<file path="config.mk">
export PLATFORM = sky130hd
export DESIGN_NAME = conv3x3_kernel_mc
export DESIGN_NICKNAME = d
export VERILOG_FILES = /design/src/rtl/conv3x3_kernel_mc.sv
export SDC_FILE = /design/constraint.sdc
export NUM_CORES = 2
export LEC_CHECK = 0
export BUFFER_PORTS_ARGS = -buffer_cell sky130_fd_sc_hd__buf_4
export CAP_MARGIN = 20
export CORE_ASPECT_RATIO = 1.1
export CORE_MARGIN = 2
export CORE_UTILIZATION = 50
export DETAILED_ROUTE_END_ITERATION = 8
export PLACE_DENSITY = 0.68
export REMOVE_ABC_BUFFERS = 1
export SLEW_MARGIN = 20
export SYNTH_ARGS = -nofsm -noshare
export SYNTH_HDL_FRONTEND = slang
export SYNTH_SLANG_ARGS = --single-unit
</file>
<file path="constraint.sdc">
create_clock -name clk -period 14.73 [get_ports clk]
set_input_delay 0 -clock clk [delete_from_list [all_inputs] [get_ports clk]]
set_output_delay 0 -clock clk [all_outputs]
set_load 0.01 [all_outputs]
</file>
<file path="src/rtl/conv3x3_kernel_mc.sv">
// Multi-channel 3x3 neighbourhood filter (bypass / gaussian / box / sharpen) with a
// three-stage elastic pipeline and frame-synchronous mode switching.
module conv3x3_kernel_mc #(
   parameter int VIDEO_DATA_WIDTH = 8,
   parameter int CHANNELS         = 3
) (
   input  logic                                   clk,
   input  logic                                   rst,
   input  logic [1:0]                             cfg_mode,
   input  logic [9*CHANNELS*VIDEO_DATA_WIDTH-1:0] in_data,
   input  logic                                   in_valid,
   input  logic                                   in_sof,
   input  logic                                   in_eol,
   output logic                                   in_ready,
   output logic [CHANNELS*VIDEO_DATA_WIDTH-1:0]   out_data,
   output logic                                   out_valid,
   output logic                                   out_sof,
   output logic                                   out_eol,
   input  logic                                   out_ready
);

   localparam int W  = VIDEO_DATA_WIDTH;
   localparam int C  = CHANNELS;
   localparam int SW = W + 5;
   localparam int PW = W + 13;
   localparam logic signed [PW:0] MAXV = (PW+1)'((1 << W) - 1);

   typedef enum logic [1:0] {
      MODE_BYPASS  = 2'd0,
      MODE_GAUSS   = 2'd1,
      MODE_BOX     = 2'd2,
      MODE_SHARPEN = 2'd3
   } mode_t;

   mode_t active_mode;
   mode_t beat_mode;
   mode_t mode1;
   mode_t mode2;

   logic v1;
   logic v2;
   logic ld1;
   logic ld2;
   logic ld3;
   logic accept;
   logic sof1;
   logic eol1;
   logic sof2;
   logic eol2;

   logic signed [SW-1:0] wt_next  [C][9];
   logic signed [SW-1:0] wt1      [C][9];
   logic signed [SW-1:0] sum_next [C];
   logic signed [SW-1:0] sum2     [C];
   logic [C*W-1:0]       res_next;

   // A stage may take a new beat when it is empty or its successor takes its current one.
   assign ld3      = !out_valid || out_ready;
   assign ld2      = !v2 || ld3;
   assign ld1      = !v1 || ld2;
   assign in_ready = ld1;
   assign accept   = in_valid && in_ready;

   // The start-of-frame beat already runs in the mode it requests.
   assign beat_mode = in_sof ? mode_t'(cfg_mode) : active_mode;

   function automatic logic signed [3:0] tap_weight(input mode_t m, input int k);
      logic signed [3:0] w;
      w = 4'sd0;
      case (m)
         MODE_BYPASS:  w = (k == 4) ? 4'sd1 : 4'sd0;
         MODE_GAUSS:   w = (k == 4) ? 4'sd4 : (((k % 2) == 1) ? 4'sd2 : 4'sd1);
         MODE_BOX:     w = 4'sd1;
         MODE_SHARPEN: w = (k == 4) ? 4'sd5 : (((k % 2) == 1) ? -4'sd1 : 4'sd0);
         default:      w = 4'sd0;
      endcase
      return w;
   endfunction

   // Stage 1 combinational: weight every tap of every channel by the beat's mode.
   always_comb begin
      for (int c = 0; c < C; c++) begin
         for (int k = 0; k < 9; k++) begin
            wt_next[c][k] = signed'(SW'(in_data[(c*9+k)*W +: W])) * SW'(tap_weight(beat_mode, k));
         end
      end
   end

   // Stage 2 combinational: adder tree over the nine weighted taps.
   always_comb begin
      for (int c = 0; c < C; c++) begin
         sum_next[c] = '0;
         for (int k = 0; k < 9; k++) begin
            sum_next[c] = sum_next[c] + wt1[c][k];
         end
      end
   end

   // Stage 3 combinational: normalise per mode, round, then clamp to the sample range.
   always_comb begin
      logic signed [PW:0] r;
      logic [PW-1:0]      prod;
      res_next = '0;
      for (int c = 0; c < C; c++) begin
         r    = '0;
         prod = PW'(sum2[c][W+3:0]) * PW'(455) + PW'(2048);
         case (mode2)
            MODE_GAUSS: r = (PW+1)'((sum2[c] + SW'(8)) >>> 4);
            MODE_BOX:   r = signed'({1'b0, prod >> 12});
            default:    r = (PW+1)'(sum2[c]);
         endcase
         if (r < 0) begin
            res_next[c*W +: W] = '0;
         end else if (r > MAXV) begin
            res_next[c*W +: W] = '1;
         end else begin
            res_next[c*W +: W] = r[W-1:0];
         end
      end
   end

   // Control, mode register and output stage; reset flushes every in-flight beat.
   always_ff @(posedge clk) begin
      if (rst) begin
         v1          <= 1'b0;
         v2          <= 1'b0;
         out_valid   <= 1'b0;
         out_data    <= '0;
         out_sof     <= 1'b0;
         out_eol     <= 1'b0;
         active_mode <= MODE_GAUSS;
      end else begin
         if (accept && in_sof) begin
            active_mode <= mode_t'(cfg_mode);
         end
         if (ld1) begin
            v1 <= in_valid;
         end
         if (ld2) begin
            v2 <= v1;
         end
         if (ld3) begin
            out_valid <= v2;
            if (v2) begin
               out_data <= res_next;
               out_sof  <= sof2;
               out_eol  <= eol2;
            end
         end
      end
   end

   // Payload registers follow their stage's load enable; the mode travels with the beat.
   always_ff @(posedge clk) begin
      if (ld1) begin
         for (int c = 0; c < C; c++) begin
            for (int k = 0; k < 9; k++) begin
               wt1[c][k] <= wt_next[c][k];
            end
         end
         mode1 <= beat_mode;
         sof1  <= in_sof;
         eol1  <= in_eol;
      end
      if (ld2) begin
         for (int c = 0; c < C; c++) begin
            sum2[c] <= sum_next[c];
         end
         mode2 <= mode1;
         sof2  <= sof1;
         eol2  <= eol1;
      end
   end

endmodule

</file>
---- Word-level counts from Yosys, hierarchy flattened ----
Memories as Yosys holds them, arrays and structs flattened.
Cells that the tools add are included.
word-level totals
  memories kept ........................... 2
  bits in registers ....................... 39
  memory bits (writable) .................. 390
  bits in latches ......................... 0
  word-level logic and storage cells ...... 116
  output and inout bits ................... 28
  input bits .............................. 224
  bits in read-only memories .............. 0
operators by class
  equality and inequality tests ........... 5
  $mul .................................... 30
  muxes and demuxes ....................... 17
  add/sub/neg operators ................... 30
  div/mod/pow operators ................... 0
  reduce and logical (&&, ||, !) cells .... 13
  order comparisons ....................... 6
  shift operators ......................... 0
  bitwise gates (word level) .............. 0
memories
  memory  depth  bits a word  read ports  clocked after memory_dff  wr ports  RTL line  text
  wt1     3      117          3           0                         3         52        logic signed [SW-1:0] wt1 [C][9];
  sum2    3      13           3           0                         3         54        logic signed [SW-1:0] sum2 [C];
operators by type and width
  cell                      number
  $mul A9 B4 Y13            27
  $add A13 B13 Y13          24
  $pmux W22 S2              3
  $gt A22 B9 Y1 const B     3
  $lt A22 B1 Y1 const B     3
  $add A21 B12 Y21 const B  3
  $mul A12 B9 Y21 const B   3
  $mux W8                   6
  $add A13 B5 Y14 const B   3
  $pmux W4 S4               1
  $pmux W4 S3               1
  $pmux W4 S2               1
  $eq A2 B2 Y1 const B      3
  $reduce_or A2 Y1          3
  $eq A2 B1 Y1 const B      2
  $mux W1                   4
  $logic_not A1 Y1          3
  $logic_or A1 B1 Y1        3
  $logic_and A1 B1 Y1       2
  $logic_not A2 Y1          1
  $mux W2                   1
  $reduce_and A2 Y1         1

---- Longest topological paths before layout ----
An unclocked memory read counts as a cell.
  depth after elaboration ................. 9
  depth in mapped cells ................... 23
  gate-level depth less buffers ........... 19

---- Least setup slack after synthesis ----
No wires, ideal clock.
  kind .................................... register -> register
  start ................................... register out_valid
  end ..................................... register active_mode[0]
  cell stages (with the launch flop) ...... 5
  data arrival time ....................... 10354 ps
  period minus slack after synthesis ...... 10474 ps
  setup slack ............................. 4256 ps
  data required time ...................... 14610 ps
  cells stage by stage .................... dfxtp_1 -> nor2b_1 -> nand3_1 -> and3_1 -> a211o_1
on the way
  word-level cells in the longest chain between the ends .. 6
RTL lines
  item                      RTL line  text
  start: declaration        16        output logic out_valid,
  start signal: assignment  143       out_valid <= v2;
  $logic_not A1 Y1          58        assign ld3 = !out_valid || out_ready;
  $logic_or A1 B1 Y1        58
  $logic_or A1 B1 Y1        59        assign ld2 = !v2 || ld3;
  $logic_or A1 B1 Y1        60        assign ld1 = !v1 || ld2;
  net in_ready              14        output logic in_ready,
  $logic_and A1 B1 Y1       62        assign accept = in_valid && in_ready;
  $logic_and A1 B1 Y1       133       if (accept && in_sof) begin
  end signal: assignment    134       active_mode <= mode_t'(cfg_mode);
  end: declaration          35        mode_t active_mode;
The timed path passes the listed nets, and every way through them passes these cells.
A chain may end at the register's enable or synchronous reset.

==> results.py <==
metrics = {
    "global_route": {
        "antenna_found_initial": 4,
        "track_usage": 0.220,
        "grt_busiest_layer": "met2",
        "met1_usage": 0.295,
        "grt_pass1_wl_mm": 134,
        "grt_max_degree": 161,
        "grt_pass1_vias": 25700,
        "grtUsageMet3": 0.0246,
        "use_met2": 0.384,
        "overflow": 0,
    },
    "timing": {
        "period_needed_ns": 6.36,
        "worst_slew_pin_slew_ns": 0.995,
        "hold_viol": 0,
        "finClkSkew_ns": 0.0317,
        "fmax_mhz": 157,
        "final.period_utilization": 0.431,
        "tns_ns": 0,
        "maxSlewHeadroom": 0.336,
        "rsz0062_at_grt": "false",
        "slew_viol_final": 0,
        "final.setup.worst_slack_ns": 8.37,
        "setup_viol": 0,
    },
    "drt": {
        "wl_per_cell_um": 17.3,
        "ant_nets": 0,
        "dr.pass1.iters": 5,
        "via_per_inst": 5.10,
        "vias": 24100,
        "drc": 0,
        "drt_iter0_drc": 1203,
        "wl_mm": 81.8,
    },
    "yosys": {
        "synthCells": 3335,
        "async_flop_share": 0,
        "ys_types": 62,
        "synth_area_um2": 37600,
        "synth-seq-cells": 363,
        "ys.flop_type": "edfxtp_1",
        "yosys_warnings": 0,
        "synth_enable_flop_cells": 332,
        "synth-seq-area-share": 0.282,
        "syn_area_per_cell_um2": 11.3,
    },
    "critical_path": {
        "r2r_end": "wt1[2][25]$_DFFE_PN_",
        "path_class": "reg -> reg",
        "max_stage_delay_ns": 0.75,
        "cp_max_fo": 146,
        "cp.arrival_ns": 6.68,
        "rr_worst_depth": 18,
        "rrSetupSlack_ns": 8.37,
        "crit_required_ns": 15.06,
        "crit_chain": "mux2_4 > buf_4 > ha_4 > buf_12 > nand2b_1 > fa_1 > fa_1 > inv_1 > fa_1 > ha_1 > a21o_1 > a21oi_1 > o21bai_1 > a21oi_1 > o21ai_0 > a21o_1 > a21oi_1 > xnor2_1",
        "startpoint_type": "flip-flop",
        "crit_slowest_cell": "ha_4",
        "r2r-start": "active_mode[0]$_SDFFE_PP1P_",
        "crit_path_end_kind": "flip-flop",
    },
    "floorplanning": {
        "dieArea_um2": 77300,
        "die_w_um": 265,
        "ioPinCount": 252,
        "num_rows": 105,
        "core_um2": 74500,
        "start_util": 0.504,
        "die_h_um": 291,
    },
    "clock_network": {
        "htree_levels": 2,
        "clk_latency_ns": 0.58,
        "clkSinkCount": 363,
        "clkTransAtPathRegs_ns": 0.06,
        "clock_tree.buffer_depth": 3,
        "root_buffer": "clkbuf_16",
        "cts_resized": 0,
        "cts_tree": "done",
        "cts_buffers": 45,
    },
    "hold_path": {
        "hp-start": "in_data[82]",
        "hold_end": "wt1[1][93]$_DFFE_PN_",
        "hold_class": "in -> reg",
        "holdPathStages": 4,
    },
    "placement": {
        "dp_hpwl_mm": 63.8,
        "gp_congestion": 0.863,
        "io_buffers": 251,
        "pre_cts_ws_ns": 8.56,
        "dp_cells": 4488,
    },
    "layout": {
        "drive_gt1_frac": 0.0934,
        "layout.nets": 5002,
        "regArea_um2": 10600,
        "multiInputGateArea_um2": 24700,
        "syn2layout_area_growth_pct": 16.0,
        "nFillCells": 6135,
        "stdcell_count": 4724,
    },
    "flow_run": {
        "max-cap-violations": 0,
    },
    "status": {
        "status": "complete, no violations",
    },
}
## placed cells by master, fill, tap and decap left out, types with 6 or more instances in the layout
master           n
ha_1           620
inv_1          534
fa_1           435
edfxtp_1       332
buf_4          258
nand2_1        204
and2_1         166
nor2b_1        164
dlygate4sd3_1  149
a21oi_1        147
xnor2_1        142
nand2b_1        69
xor2_1          68
a21o_1          61
nor2_1          55
o21ai_0         48
clkbuf_16       47
o21bai_1        31
dfxtp_1         31
a221o_1         13
nand4_1         12
clkinvlp_4      10
and3_1           9
o221ai_1         8
a221oi_1         8
clkinv_1         7
o311ai_0         7
mux2i_1          6
a211o_1          6
nand3_1          6
a211oi_1         6
## synthesized netlist by cell type (all sizes together), types with 7 or more instances
cell type,n,share of area
o21ai,50,0.0067
and3,9,0.0015
dfxtp,31,0.017
a211oi,8,0.0019
clkbuf,65,0.0065
a221oi,9,0.0026
a21o,61,0.012
nand2,205,0.020
o311ai,7,0.0016
nor2,55,0.0055
nor2b,164,0.027
a221o,13,0.0035
inv,535,0.053
ha,622,0.21
nand4,12,0.0020
nand3,7,0.00093
xnor2,142,0.033
nor3,7,0.0012
o221ai,8,0.0019
nand2b,69,0.011
a21oi,147,0.020
fa,435,0.23
edfxtp,332,0.27
and2,166,0.028
xor2,68,0.016
o21bai,32,0.0065
## kinds of logic after synthesis
logic type | Yosys count | share of synthesized area
AND/OR/NAND/NOR | 711 | 0.101
buffers and inverters | 608 | 0.0608
XOR/XNOR | 210 | 0.0490
adder cells (fa/ha/maj) | 1057 | 0.439
AO/OA/AOI/OAI | 378 | 0.0656
multiplexers | 8 | 0.00220
flip-flops | 363 | 0.282
## routing by layer
metal | share of wire | up-vias
met3 | 0.034 | 102
met1 | 0.44 | 11800
met4 | 0.023 | 0
met2 | 0.50 | 396
li1 | - | 11800
met5 | 0 | -
## final cells by class
type | count | area share
clock inverters | 32 | 0.00775
diodes | 4 | 0.000230
multi-input cells | 2364 | 0.568
clock buffers | 51 | 0.0276
flip-flops and latches | 363 | 0.243
inverters | 537 | 0.0463
repair buffers | 410 | 0.0799
well taps | 963 | 0.0277
## worst max-delay path: cells and delay by family, from the launching register on
| kind | cells | cell delay [ns] |
|---|---|---|
| AND/OR/NAND/NOR | 1 | 0.19 |
| buffers and inverters | 3 | 1.16 |
| AO/OA/AOI/OAI | 7 | 1.32 |
| adder cells (fa/ha/maj) | 5 | 2.54 |
| flip-flops | 1 | 0.34 |
| multiplexers | 1 | 0.15 |
| XOR/XNOR | 1 | 0.08 |
## state kept, by name (all words and copies together), names as in the netlist
signal	count
wt1	285
sum2	39
out_data	24
active_mode	2
mode1	2
mode2	2
eol1	1
eol2	1
out_eol	1
out_sof	1
out_valid	1
sof1	1
sof2	1
v1	1
v2	1
## timing repair
| item | in CTS | in global routing |
|---|---|---|
| buffers inserted | 0 | 0 |
| endpoints found under the hold margin | 153 | 0 |
| hold buffers | 149 | 0 |
## per-stage QoR
step	utilization	hold slack, ns	cell area (um2)
5_1_grt	0.585	0.0417	43600
3_5_place_dp	0.544	0.198	40500
6_report	0.585	0.0328	43600
4_1_cts	0.585	0.00643	43600
2_1_floorplan	-	0.0691	37300
3_3_place_gp	0.544	0.202	40500
## worst max-delay path by stage
stage,from,end,slack [ns],cells past startpoint
6_report,active_mode[0]$_SDFFE_PP1P_,wt1[2][25]$_DFFE_PN_,8.37,18
3_3_place_gp,active_mode[0]$_SDFFE_PP1P_,wt1[2][25]$_DFFE_PN_,8.71,18
3_5_place_dp,active_mode[0]$_SDFFE_PP1P_,wt1[2][25]$_DFFE_PN_,8.56,18
4_1_cts,active_mode[0]$_SDFFE_PP1P_,wt1[2][77]$_DFFE_PN_,8.51,18
2_1_floorplan,out_valid$_SDFFE_PP0N_,active_mode[0]$_SDFFE_PP1P_,4.26,4
5_1_grt,active_mode[0]$_SDFFE_PP1P_,wt1[2][77]$_DFFE_PN_,8.02,18
Power is left out: the tool's default activity adds up to more than one toggle a clock period on the data nets, which glitch-free logic cannot reach.
